## src/rtl/calc_pkg.sv

```systemverilog
// Shared calculator/display definitions: glyph codes, digit count,
// active-low 7-segment patterns ({g,f,e,d,c,b,a}) and the scan slot type.
package calc_pkg;

  localparam int NUM_DIGITS = 8;

  localparam logic [3:0] GLYPH_E     = 4'hE;
  localparam logic [3:0] GLYPH_C     = 4'hC;
  localparam logic [3:0] GLYPH_BLANK = 4'hF;

  localparam logic [6:0] SEG_0     = 7'h40;
  localparam logic [6:0] SEG_1     = 7'h79;
  localparam logic [6:0] SEG_2     = 7'h24;
  localparam logic [6:0] SEG_3     = 7'h30;
  localparam logic [6:0] SEG_4     = 7'h19;
  localparam logic [6:0] SEG_5     = 7'h12;
  localparam logic [6:0] SEG_6     = 7'h02;
  localparam logic [6:0] SEG_7     = 7'h78;
  localparam logic [6:0] SEG_8     = 7'h00;
  localparam logic [6:0] SEG_9     = 7'h10;
  localparam logic [6:0] SEG_A     = 7'h08;
  localparam logic [6:0] SEG_B     = 7'h03;
  localparam logic [6:0] SEG_C     = 7'h46;
  localparam logic [6:0] SEG_D     = 7'h21;
  localparam logic [6:0] SEG_E     = 7'h06;
  localparam logic [6:0] SEG_BLANK = 7'h7F;

  typedef enum logic [2:0] {
    SLOT0, SLOT1, SLOT2, SLOT3, SLOT4, SLOT5, SLOT6, SLOT7
  } slot_t;

endpackage

```

## src/rtl/seg7_decoder.sv

```systemverilog
// Combinational glyph decoder: 4-bit glyph code to active-low segment pattern.
module seg7_decoder
  import calc_pkg::*;
(
  input  logic [3:0] code,
  output logic [6:0] pattern
);

  always_comb begin
    pattern = SEG_BLANK;
    case (code)
      4'h0:        pattern = SEG_0;
      4'h1:        pattern = SEG_1;
      4'h2:        pattern = SEG_2;
      4'h3:        pattern = SEG_3;
      4'h4:        pattern = SEG_4;
      4'h5:        pattern = SEG_5;
      4'h6:        pattern = SEG_6;
      4'h7:        pattern = SEG_7;
      4'h8:        pattern = SEG_8;
      4'h9:        pattern = SEG_9;
      4'hA:        pattern = SEG_A;
      4'hB:        pattern = SEG_B;
      GLYPH_C:     pattern = SEG_C;
      4'hD:        pattern = SEG_D;
      GLYPH_E:     pattern = SEG_E;
      GLYPH_BLANK: pattern = SEG_BLANK;
      default:     pattern = SEG_BLANK;
    endcase
  end

endmodule

```

## src/rtl/display_scan.sv

```systemverilog
// 8-digit display receiver: latches digit writes and time-multiplexes them
// onto a shared common-anode 7-segment bus with optional leading-zero blanking.
module display_scan
  import calc_pkg::*;
#(
  parameter int SCAN_DIV = 50000,
  parameter bit BLANK_LZ = 1'b1
) (
  input  logic       clk,
  input  logic       rst,
  input  logic [3:0] display_val,
  input  logic [2:0] display_idx,
  input  logic       display_wr,
  input  logic       clr,
  output logic [6:0] seg,
  output logic [7:0] an,
  output logic       frame_done
);

  localparam int CNT_W = $clog2(SCAN_DIV);
  localparam logic [CNT_W-1:0] CNT_LAST = CNT_W'(SCAN_DIV - 1);

  logic [CNT_W-1:0] cnt;
  logic             tick;
  slot_t            pos, pos_next;
  logic [3:0]       digit [NUM_DIGITS];
  logic [NUM_DIGITS-1:0] lz_blank;
  logic             lead_zero;
  logic [3:0]       shown_code;
  logic [6:0]       pattern;

  assign tick = (cnt == CNT_LAST);

  always_ff @(posedge clk) begin
    if (rst || tick) cnt <= '0;
    else             cnt <= cnt + 1'b1;
  end

  always_ff @(posedge clk) begin
    if (rst) pos <= SLOT0;
    else     pos <= pos_next;
  end

  always_comb begin
    pos_next = pos;
    if (tick) pos_next = slot_t'(pos + 3'd1);
  end

  // clr wins over a simultaneous write
  always_ff @(posedge clk) begin
    if (rst || clr) begin
      for (int i = 0; i < NUM_DIGITS; i++) digit[i] <= 4'h0;
    end else if (display_wr) begin
      digit[display_idx] <= display_val;
    end
  end

  // A zero is leading while everything to its left is zero or blank
  always_comb begin
    lead_zero = 1'b1;
    lz_blank  = '0;
    for (int k = 0; k < NUM_DIGITS; k++) begin
      if (BLANK_LZ && (k < NUM_DIGITS - 1) && lead_zero && (digit[k] == 4'h0))
        lz_blank[k] = 1'b1;
      lead_zero = lead_zero && ((digit[k] == 4'h0) || (digit[k] == GLYPH_BLANK));
    end
  end

  assign shown_code = lz_blank[pos] ? GLYPH_BLANK : digit[pos];

  seg7_decoder u_dec (
    .code    (shown_code),
    .pattern (pattern)
  );

  always_ff @(posedge clk) begin
    if (rst) begin
      seg        <= SEG_BLANK;
      an         <= 8'hFF;
      frame_done <= 1'b0;
    end else begin
      frame_done <= tick && (pos == SLOT7);
      if (tick) begin
        seg <= pattern;
        an  <= ~(8'h01 << pos);
      end
    end
  end

endmodule
```

## config.mk

```make
export PLATFORM = sky130hd
export DESIGN_NAME = display_scan
export DESIGN_NICKNAME = d
export VERILOG_FILES = /design/src/rtl/calc_pkg.sv /design/src/rtl/seg7_decoder.sv /design/src/rtl/display_scan.sv
export SDC_FILE = /design/constraint.sdc
export NUM_CORES = 1
export LEC_CHECK = 0
export ABC_AREA = 1
export CAP_MARGIN = 5
export CORE_AREA = 2 2 78 109
export CTS_BUF_LIST = sky130_fd_sc_hd__clkbuf_4 sky130_fd_sc_hd__clkbuf_8 sky130_fd_sc_hd__clkbuf_16
export DETAILED_ROUTE_END_ITERATION = 8
export DIE_AREA = 0 0 80 111
export PLACE_DENSITY = 0.59
export SYNTH_ARGS = -nofsm -noshare
export SYNTH_HDL_FRONTEND = slang
export SYNTH_SLANG_ARGS = --single-unit
```

## constraint.sdc

```tcl
create_clock -name clk -period 2.4 [get_ports clk]
set_input_delay 0.36 -clock clk [delete_from_list [all_inputs] [get_ports clk]]
set_output_delay 0.36 -clock clk [all_outputs]
set_load 0.005 [all_outputs]
```

Word-level counts from Yosys, hierarchy flattened --
Memories as Yosys holds them, arrays and structs flattened. A register that Yosys moved wholly into a read port is not among the register bits. Cells that the tools add are included. Widths: inputs -> output; s select.
Cells by class: add/subtract/negate cells 2, magnitude comparators 1, eq/ne operators 8, shift operators 1, multiplexer cells 20, bitwise logic cells 1, reduce and logical (&&, ||, !) cells 28
Operator list (number):
- $logic_not 4->1 | 7
- $eq 4x4->1 const B | 6
- $add 16x1->16 const B | 1
- $eq 16x16->1 const B | 1
- $mux 1 | 14
- $logic_and 1x1->1 | 12
- $mux 3 | 3
- $logic_or 1x1->1 | 8
- $mux 4 | 2
- $not 8->8 | 1
- $shl 1x3->8 const A | 1
- $lt 3x4->1 const B | 1
- $reduce_or 4->1 | 1
- $add 3x1->3 const B | 1
- $bmux 1 s3 | 1
- $eq 3x3->1 const B | 1
Storage, ports and cells: register bits 28, memory bits (writable) 32, ROM bits 112, input bits 11, output and inout bits 16, word-level logic and storage cells 67, memories kept 2
Memories:
- (name not given) | words 16, width 7, read ports 1, clocked after Yosys merged registers in 1, wr ports 0, RTL line seg7_decoder.sv:11 | case (code)
- digit | words 8, width 4, read ports 8, clocked after Yosys merged registers in 1, wr ports 8, RTL line display_scan.sv:26 | logic [3:0] digit [NUM_DIGITS];

Longest topological paths before layout --
Gate-level depths: netlist (run 1). An unclocked memory read counts as a cell.
word-level depth 13, gate-level depth with buffers 19, mapped depth without buffers 19

Hierarchy --
Synthesis (run 1) repeated with hierarchy kept, for this count alone.
Second synthesis, totals: cell total of the unflattened synthesis 472, area, all modules 3652.3 sq um
Modules (own cells, without submodules):
- display_scan | instances 1, cells an instance 421, area each 3379.5 sq um, sequential area each 1721.7 sq um
- seg7_decoder | instances 1, cells an instance 51, area each 272.8 sq um, sequential area each 0.0 sq um

Worst setup path after synthesis (run 1) --
OpenSTA, ideal clock, no wires.
path type reg-to-reg, from memory digit[0][2], to register seg[1], setup time 0.070 ns, data arrival time 2.113 ns, required time 2.330 ns, path slack 0.217 ns, cell stages (with the launch flop) 19, path buffers 0, clock period less this slack 2.183 ns, path through edfxtp_1 > nand2_1 > inv_1 > nand2_1 > nand2_1 > nand3_1 > nand2_1 > inv_1 > nand2_1 > nand2_2 > nand2_1 > a21oi_1 > inv_1 > ha_1 > nor2_1 > nand2_1 > nand2_1 > inv_1 > a21oi_1
RTL lines:
- start, declared | RTL line display_scan.sv:26
- end, declared | RTL line display_scan.sv:15 | output logic [6:0] seg,

==> flow_summary_export.csv, run 1 <==
group,metric,value,unit
status,status,"finished, final reports clean",
cts,clk_latency,0.33,ns
setup_path,crit_path_start_kind,"register",
detailed_routing,dr.pass1.iters,4,
synthesis,synth_top_area_frac,0.277,
floorplan,fp.dieH,111,microns
timing,slew_headroom,0.712,
pwr,ir_worst_vdd,494,uV
setup_path,critPathLaunch,"digit[4][0]$_SDFFCE_PN0P_",
synthesis,ys_seq_elements,70,
cts,cts_tree,"yes",
cts,clockBufferDepth,2,
layout,nets,508,
global_routing,grt_use_total,0.195,
cts,cts_buffers,9,
setup_path,worstSetupEndpointType,"register",
cts,cts.sink_count,70,
detailed_routing,detail_route.iter0.violations,130,
place,place.gp.congestion,0.905,
floorplan,coreArea,8000,sq um
timing,clock_skew,0.00642,ns
layout,drive_gt1_frac,0.108,
detailed_routing,drc,0,
global_routing,grt_pass1_wl,13200,microns
cts,h-tree-depth,3,
synthesis,ys_warn_count,0,
synthesis,synth_top_area_cell,"edfxtp_1",
setup_path,path_max_fanout,6,
setup_path,crit-reg2reg-launch,"digit[4][0]$_SDFFCE_PN0P_",
timing,tightestPinTransition,0.430,ns
synthesis,synth_area_per_cell,7.90,sq um
synthesis,synth_common_cells,"105 x nor2_1, 95 x nand2_1, 38 x dfxtp_1",
timing,final.setup.worst_slack,0.125,ns
synthesis,ys.flop_type,"dfxtp_1",
detailed_routing,ant_nets,0,
synthesis,syn_inst,440,
place,portBuffers,26,
pwr,cellPowerDensity,654,nW/um^2
setup_path,worst_ep_required_time,2.63,ns
synthesis,synth_area_leaders,"edfxtp_1 28%, dfxtp_1 22%, nor2_1 11%, nand2_1 10%, ha_1 4.7%",
timing,fin_crit,2.27,ns
timing,timing.fmax,440,MHz
floorplan,io_pins,27,
pwr,power.leakage,1.75,nW
floorplan,die_area,8880,sq um
detailed_routing,wire_per_inst,13.8,microns
job,cap_violations,0,
synthesis,syn_area,3470,sq um
synthesis,syn_nets,464,
cts,root_buffer,"clkbuf_16",
cts,path_clk_slew,0.06,ns
setup_path,critPathKind,"register to register",
synthesis,yosysSeqAreaShare,0.495,
layout,utilization,0.531,
worst_hold_path,min_from,"cnt[0]$_SDFF_PP0_",
synthesis,synth_most_common_cell,"nor2_1",
worst_hold_path,hold_class,"register to register",
timing,hold_viol_final,0,
synthesis,synth_edf_count,32,
layout,synthToLayoutAreaGrowth,22.2,%
floorplan,initial_utilization,0.434,
global_routing,grt_max_degree,25,
global_routing,overflow,0,
layout,num_antenna_cells,0,
global_routing,grt_pass1_vias,2843,
timing,fin_crit_sh,0.948,
detailed_routing,vias,2993,
timing,slew_violations,0,
setup_path,arrival,2.51,ns
place,post-place-ws,0.0895,ns
detailed_routing,via_per_inst,5.06,
floorplan,rows,39,
timing,finalSetupViolations,0,
detailed_routing,wirelength,8140,microns
floorplan,fp.dieW,80,microns
place,hpwl,6290,microns
synthesis,async_flop_share,0,
synthesis,synth.distinct_cells,36,
global_routing,antenna_found_initial,0,
per-layer routing:
| metal | up-vias | track usage | wire length (microns) |
|---|---|---|---|
| li1 | 1537 | - | - |
| met1 | 1372 | 0.197 | 3110 |
| met2 | 64 | 0.362 | 4510 |
| met3 | 20 | 0.0285 | 227 |
| met4 | 0 | 0.116 | 293 |
| met5 | - | 0 | 0 |
report_power, final:
part / leakage, nW / internal (mW) / switching [mW]
clock network: 0.140 / 0.733 / 0.505
logic: 0.952 / 0.0865 / 0.147
registers: 0.657 / 1.28 / 0.0246
worst paths after layout:
path / to / slack, ns / cells past startpoint
max: seg[0]$_SDFFE_PP1P_ / 0.13 / 16
min: cnt[0]$_SDFF_PP0_ / 0.45 / 1
max reg2reg: seg[0]$_SDFFE_PP1P_ / 0.13 / 16
min reg2reg: cnt[0]$_SDFF_PP0_ / 0.45 / 1
registers in the layout (all words and copies together), names as in the netlist, named ones only:
register    flops
frame_done      1
cnt            16
pos             3
digit          32
an              8
seg             7
layout by cell type, fill, tap and decap left out, types with 2 or more instances in the layout:
cell	n
a21oi_1	15
a31oi_1	8
buf_4	14
clkbuf_16	9
clkdlybuf4s50_1	26
dfxtp_1	36
dfxtp_2	2
edfxtp_1	32
ha_1	13
inv_1	35
inv_2	6
inv_4	2
inv_6	2
nand2_1	93
nand2_4	2
nand3_1	22
nand3_2	2
nand4_1	11
nor2_1	105
nor2_4	2
nor3_1	4
o211ai_1	3
o21ai_0	18
o21ai_1	4
o22ai_1	2
or2_2	2
kinds of logic (layout without fill, tap and decap cells):
group / count (synthesis) / in the layout / synth area share
adders and majority gates: 13 / 13 / 0.0468
xor gates and xnor gates: 2 / 2 / 0.00504
and+or+nand+nor: 252 / 252 / 0.307
DFF: 70 / 70 / 0.495
buffers and inverters: 49 / 98 / 0.0594
AOI/OAI and AO/OA: 54 / 54 / 0.0864
per-stage QoR:
step | setup TNS, ns | power, mW | hold slack (ns) | cell area (sq um) | instances
2_1_floorplan | 0 | 1.47 | 0.418 | 3470 | 440
3_3_place_gp | 0 | 1.54 | 0.438 | 3870 | 568
3_5_place_dp | 0 | 1.55 | 0.441 | 3870 | 568
4_1_cts | 0 | 2.78 | 0.457 | 4150 | 584
5_1_grt | -0.0193 | 2.88 | 0.471 | 4250 | 591
6_report | 0 | 2.78 | 0.453 | 4250 | 591
what timing repair did:
action	4_1_cts	5_1_grt
setup endpoints to repair	0	7
hold endpoints to repair	0	0
resized for setup	0	11
hold buffers	0	0
buffers inserted	0	7
layout make-up:
class	instances	area, sq um
clock buffers	10	239
flip-flops and latches	70	1720
repair buffers	40	365
fillers	756	3760
inverters	42	163
clock inverters	6	42.5
multi-input cells	321	1590
well taps	102	128
worst max-delay path, stage by stage, from the launching register on:
cell      delay (ns)
edfxtp_1        0.45
nor2_1          0.13
nand2_1         0.06
nand2_1         0.08
nand3_1         0.11
nor2_1          0.14
nand3_2         0.21
nand2_4         0.15
a21oi_4         0.04
buf_4           0.16
ha_1            0.20
nand4_1         0.14
nand2_1         0.07
nand2_1         0.06
nand3_1         0.07
nand2_1         0.06
inv_1           0.03
Power figures use the tool's default switching activity.
==> inputs of run 2 (changes only) <==
--- a/config.mk
+++ b/config.mk
@@ -7,11 +7,11 @@
 export LEC_CHECK = 0
 export ABC_AREA = 1
 export CAP_MARGIN = 5
-export CORE_AREA = 2 2 78 109
+export CORE_AREA = 2 2 91 93
 export CTS_BUF_LIST = sky130_fd_sc_hd__clkbuf_4 sky130_fd_sc_hd__clkbuf_8 sky130_fd_sc_hd__clkbuf_16
 export DETAILED_ROUTE_END_ITERATION = 8
-export DIE_AREA = 0 0 80 111
-export PLACE_DENSITY = 0.59
+export DIE_AREA = 0 0 93 95
+export PLACE_DENSITY = 0.6
 export SYNTH_ARGS = -nofsm -noshare
 export SYNTH_HDL_FRONTEND = slang
 export SYNTH_SLANG_ARGS = --single-unit
==> flow_summary_export.csv, run 2 (synthesis gave the netlist of run 1 again) <==
group,metric,value,unit
status,status,"finished, final reports clean",
place,portBuffers,26,
global_routing,overflow,0,
pwr,cellPowerDensity,572,nW/um^2
layout,seq_area,1720,sq um
global_routing,grt_pass1_wl,12200,microns
layout,largest_register,"digit",
global_routing,grt_util_met3,0.0295,
cts,cts_tree,"yes",
global_routing,grt_pass1_vias,2689,
global_routing,grt_use_total,0.177,
cts,cts.sink_count,70,
job,cap_violations,0,
timing,slew_headroom,0.699,
floorplan,rows,33,
cts,path_clk_slew,0.08,ns
timing,whs,0.455,ns
floorplan,fp.dieW,93,microns
timing,clock_skew,0.00985,ns
setup_path,crit_path_start_kind,"register",
floorplan,coreArea,7930,sq um
global_routing,grt_busiest_layer,"met2",
global_routing,use_met2,0.300,
global_routing,antenna_found_initial,0,
timing,finalSetupViolations,0,
setup_path,worstSetupEndpointType,"register",
detailed_routing,vias,2882,
cts,cts_buffers,9,
cts,cts_hold_buf,0,
timing,slew_violations,0,
layout,nets,507,
floorplan,fp.dieH,95,microns
timing,tightestPinTransition,0.451,ns
timing,timing.fmax,458,MHz
layout,multi_input_area,1590,sq um
setup_path,critPathKind,"register to register",
floorplan,initial_utilization,0.438,
setup_path,worst_ep_required_time,2.67,ns
detailed_routing,via_per_inst,4.86,
pwr,ir_worst_vdd,291,uV
layout,utilization,0.522,
timing,final.setup.worst_slack,0.218,ns
layout,largest_reg_flops,32,
detailed_routing,ant_nets,0,
global_routing,met1_usage,0.225,
detailed_routing,drc,0,
timing,fin_crit,2.18,ns
layout,synthToLayoutAreaGrowth,19.2,%
worst_hold_path,hold_class,"register to register",
layout,drive_gt1_frac,0.100,
layout,n_fill_cell,765,
cts,h-tree-depth,3,
layout,final_cell_mix,"104 x nor2_1, 94 x nand2_1, 38 x dfxtp_1",
global_routing,grt_max_degree,19,
pwr,power.leakage,1.70,nW
layout,top_regs,"digit (32), cnt (16), an (8)",
cts,clk_latency,0.34,ns
detailed_routing,wire_per_inst,12.2,microns
place,post-place-ws,0.143,ns
place,place.gp.congestion,0.918,
detailed_routing,detail_route.iter0.violations,105,
timing,hold_viol_final,0,
layout,num_antenna_cells,0,
cts,clockBufferDepth,2,
timing,fin_crit_sh,0.909,
layout,layout_commonest_cell,"nor2_1",
detailed_routing,dr.pass1.iters,4,
cts,root_buffer,"clkbuf_8",
floorplan,die_area,8840,sq um
place,hpwl,5500,microns
floorplan,io_pins,27,
setup_path,path_max_fanout,7,
setup_path,arrival,2.45,ns
detailed_routing,wirelength,7210,microns
-- run 2: what timing repair did --
item                                   in CTS  in global routing
buffers inserted                            0                  2
gates resized for setup                     0                  9
setup endpoints to repair                   0                  7
endpoints found under the hold margin       0                  0
-- run 2: per-layer routing --
metal  vias up  wire, microns
met1      1291           3530
met2        48           3410
met4         0             50
met5         -              0
li1       1539              -
met3         4            215
-- run 2: final timing paths --
check,end,cells past startpoint,startpoint,slack [ns]
setup / recovery,seg[1]$_SDFFE_PP1P_,15,digit[0][3]$_SDFFCE_PN0P_,0.22
hold / removal,cnt[0]$_SDFF_PP0_,1,cnt[0]$_SDFF_PP0_,0.46
setup reg to reg,seg[1]$_SDFFE_PP1P_,15,digit[0][3]$_SDFFCE_PN0P_,0.22
hold reg to reg,cnt[0]$_SDFF_PP0_,1,cnt[0]$_SDFF_PP0_,0.46
-- run 2: stage by stage --
stage / area, sq um / total power [mW] / instances / setup TNS [ns]
global route: 4140 / 2.49 / 593 / -0.00379
global placement: 3910 / 1.54 / 575 / 0
floorplan: 3470 / 1.47 / 440 / 0
CTS: 4080 / 2.38 / 591 / 0
finish: 4140 / 2.37 / 593 / 0
detailed placement: 3910 / 1.54 / 575 / 0
-- run 2: area by class of cell --
class,count,share of cell area
Clock buffer,10,0.0332
Tap cell,105,0.0317
Clock inverter,6,0.00906
Timing Repair Buffer,39,0.0864
Sequential cell,70,0.416
Multi-Input combinational cell,321,0.385
Inverter,42,0.0393
-- run 2: critical path: stages (launching register included) --
cell and delay [ns]:
edfxtp_1 0.41, nor2_1 0.14, nand2_1 0.09, nand2_1 0.11, nand2_1 0.06, nor2_1 0.18
nand3_4 0.17, nand2_4 0.14, a21oi_4 0.04, inv_1 0.13, ha_1 0.25, nor2_1 0.10
nand2_1 0.06, nand2_1 0.06, inv_1 0.03, a21oi_1 0.12
-- run 2: power breakdown --
group / switching [mW] / leakage (nW) / internal [mW] / total [mW]
registers: 0.0249 / 0.656 / 1.28 / 1.31
clock network: 0.445 / 0.0958 / 0.399 / 0.844
logic: 0.139 / 0.950 / 0.0805 / 0.220
total: 0.609 / 1.70 / 1.76 / 2.37
==> inputs of run 3 (changes only) <==
--- a/config.mk
+++ b/config.mk
@@ -12,6 +12,7 @@
 export DETAILED_ROUTE_END_ITERATION = 8
 export DIE_AREA = 0 0 93 95
 export PLACE_DENSITY = 0.6
+export REMOVE_ABC_BUFFERS = 1
 export SYNTH_ARGS = -nofsm -noshare
 export SYNTH_HDL_FRONTEND = slang
 export SYNTH_SLANG_ARGS = --single-unit
==> flow_summary_export.csv, run 3 (synthesis gave the netlist of run 1 again) <==
group,metric,value,unit
status,status,"finished, final reports clean",
setup_path,cp_cell_sequence,"nor2_1 > nand2_1 > nand2_1 > nand3_1 > nand2_1 > inv_1 > nand2_1 > nand2_4 > nand2_2 > a21oi_2 > buf_4 > ha_1 > nand4_1 > nand2_1 > nand2_1 > nand3_1 > nand2_1 > inv_1",
floorplan,initial_utilization,0.438,
place,hpwl,5940,microns
setup_path,rrSetupSlack,0.23,ns
floorplan,die_area,8840,sq um
setup_path,critPathKind,"register to register",
layout,synthToLayoutAreaGrowth,19.0,%
layout,layout_commonest_cell,"nor2_1",
global_routing,grt_use_total,0.195,
layout,top_regs,"digit (32), cnt (16), an (8)",
place,post-place-ws,0.155,ns
global_routing,grt_pass1_vias,2900,
global_routing,overflow,0,
timing,hold_viol_final,0,
setup_path,path_max_fanout,8,
cts,h-tree-depth,3,
setup_path,reg2reg_to,"seg[0]$_SDFFE_PP1P_",
detailed_routing,ant_nets,0,
global_routing,antenna_found_initial,0,
detailed_routing,wire_per_inst,13.2,microns
place,placed_area,3870,sq um
layout,largest_register,"digit",
timing,finalSetupViolations,0,
place,portBuffers,26,
timing,final.setup.worst_slack,0.226,ns
detailed_routing,detail_route.iter0.violations,158,
setup_path,worstSetupEndpointType,"register",
floorplan,fp.dieH,95,microns
global_routing,grt_max_degree,19,
layout,nets,503,
pwr,p_int,1.96,mW
worst_hold_path,holdPathStages,1,
setup_path,worst_ep_required_time,2.66,ns
floorplan,rows,33,
cts,root_buffer,"clkbuf_8",
cts,clockBufferDepth,2,
pwr,power.leakage,1.70,nW
place,place.gp.congestion,0.853,
worst_hold_path,min_to,"cnt[0]$_SDFF_PP0_",
setup_path,crit_top_cell,"nand2_1",
detailed_routing,vias,2963,
timing,fin_crit_sh,0.906,
timing,tightestPinTransition,0.333,ns
setup_path,crit-reg2reg-launch,"digit[0][3]$_SDFFCE_PN0P_",
cts,cts.sink_count,70,
timing,fin_crit,2.17,ns
pwr,cellPowerDensity,626,nW/um^2
pwr,seqPwrFrac,0.505,
cts,clk_latency,0.35,ns
layout,drive_gt1_frac,0.0930,
floorplan,fp.dieW,93,microns
floorplan,io_pins,27,
timing,slew_headroom,0.777,
floorplan,coreArea,7930,sq um
pwr,ir_worst_vdd,299,uV
cts,cts_buffers,9,
cts,cts_tree,"yes",
timing,timing.fmax,460,MHz
cts,path_clk_slew,0.08,ns
global_routing,grt_pass1_wl,13200,microns
setup_path,crit_path_start_kind,"register",
layout,stdcell_area,4140,sq um
pwr,clkPwrFrac,0.411,
layout,final_cell_mix,"105 x nor2_1, 94 x nand2_1, 37 x dfxtp_1",
pwr,switching_share,0.243,
pwr,power,2.59,mW
detailed_routing,dr.pass1.iters,4,
timing,whs,0.463,ns
setup_path,arrival,2.43,ns
layout,num_antenna_cells,0,
setup_path,slowest_stage,"edfxtp_1",
detailed_routing,via_per_inst,5.03,
worst_hold_path,min_from,"cnt[0]$_SDFF_PP0_",
setup_path,slowest_delay,0.42,ns
timing,clock_skew,0.0104,ns
detailed_routing,wirelength,7800,microns
timing,slew_violations,0,
pwr,netSwitchingPower,0.629,mW
worst_hold_path,hold_class,"register to register",
job,cap_violations,0,
detailed_routing,drc,0,
setup_path,reg2regPathDepth,18,
layout,largest_reg_flops,32,
pwr,combPwrFrac,0.084,
run 3: metal layers:
| metal | vias up | wire, microns | global-route usage |
|---|---|---|---|
| met1 | 1347 | 3400 | 0.217 |
| met2 | 63 | 3920 | 0.356 |
| li1 | 1532 | - | - |
| met4 | 0 | 218 | 0.0870 |
| met3 | 21 | 273 | 0.0439 |
| met5 | - | 0 | 0 |
run 3: area by class of cell:
class | count | area, sq um
clock buffers | 12 | 176
multi-input cells | 321 | 1560
fillers | 774 | 3790
inverters | 42 | 163
clock inverters | 4 | 51.3
flip-flops and latches | 70 | 1720
repair buffers | 35 | 328
well taps | 105 | 131
run 3: timing repair:
| item | in CTS | in global routing |
|---|---|---|
| resized for setup | 0 | 5 |
| setup endpoints to repair | 0 | 7 |
| hold endpoints to repair | 0 | 0 |
| buffers inserted | 0 | 3 |
| hold buffers | 0 | 0 |
run 3: worst max path at each step:
stage	from	endpoint	slack (ns)	depth (start not counted)
2_1_floorplan	digit[0][2]$_SDFFCE_PN0P_	seg[1]$_SDFFE_PP1P_	0.22	18
3_3_place_gp	digit[5][0]$_SDFFCE_PN0P_	seg[0]$_SDFFE_PP1P_	0.20	16
6_report	digit[0][3]$_SDFFCE_PN0P_	seg[0]$_SDFFE_PP1P_	0.23	18
4_1_cts	digit[0][3]$_SDFFCE_PN0P_	seg[1]$_SDFFE_PP1P_	0.14	18
5_1_grt	digit[0][2]$_SDFFCE_PN0P_	seg[1]$_SDFFE_PP1P_	-0.01	18
3_5_place_dp	digit[0][3]$_SDFFCE_PN0P_	seg[1]$_SDFFE_PP1P_	0.16	18
run 3: power groups by stage:
stage,combinational [mW],clock [mW],sequential (mW)
CTS,0.214,1.07,1.30
global placement,0.210,0,1.33
global route,0.251,1.14,1.31
floorplan,0.145,0,1.32
finish,0.219,1.06,1.31
detailed placement,0.213,0,1.33
run 3: stage by stage:
stage | TNS [ns] | util | cells
after floorplan | 0 | - | 433
after global placement | 0 | 0.488 | 570
after detailed placement | 0 | 0.488 | 570
after CTS | 0 | 0.517 | 586
after global routing | -0.0102 | 0.522 | 589
final | 0 | 0.522 | 589
run 3: critical path, delay by kind of cell (launching register included):
kind	cells	cell delay, ns
compound gates	1	0.05
flops	1	0.42
simple gates	13	1.19
buf+inv	3	0.23
fa+ha+maj	1	0.20
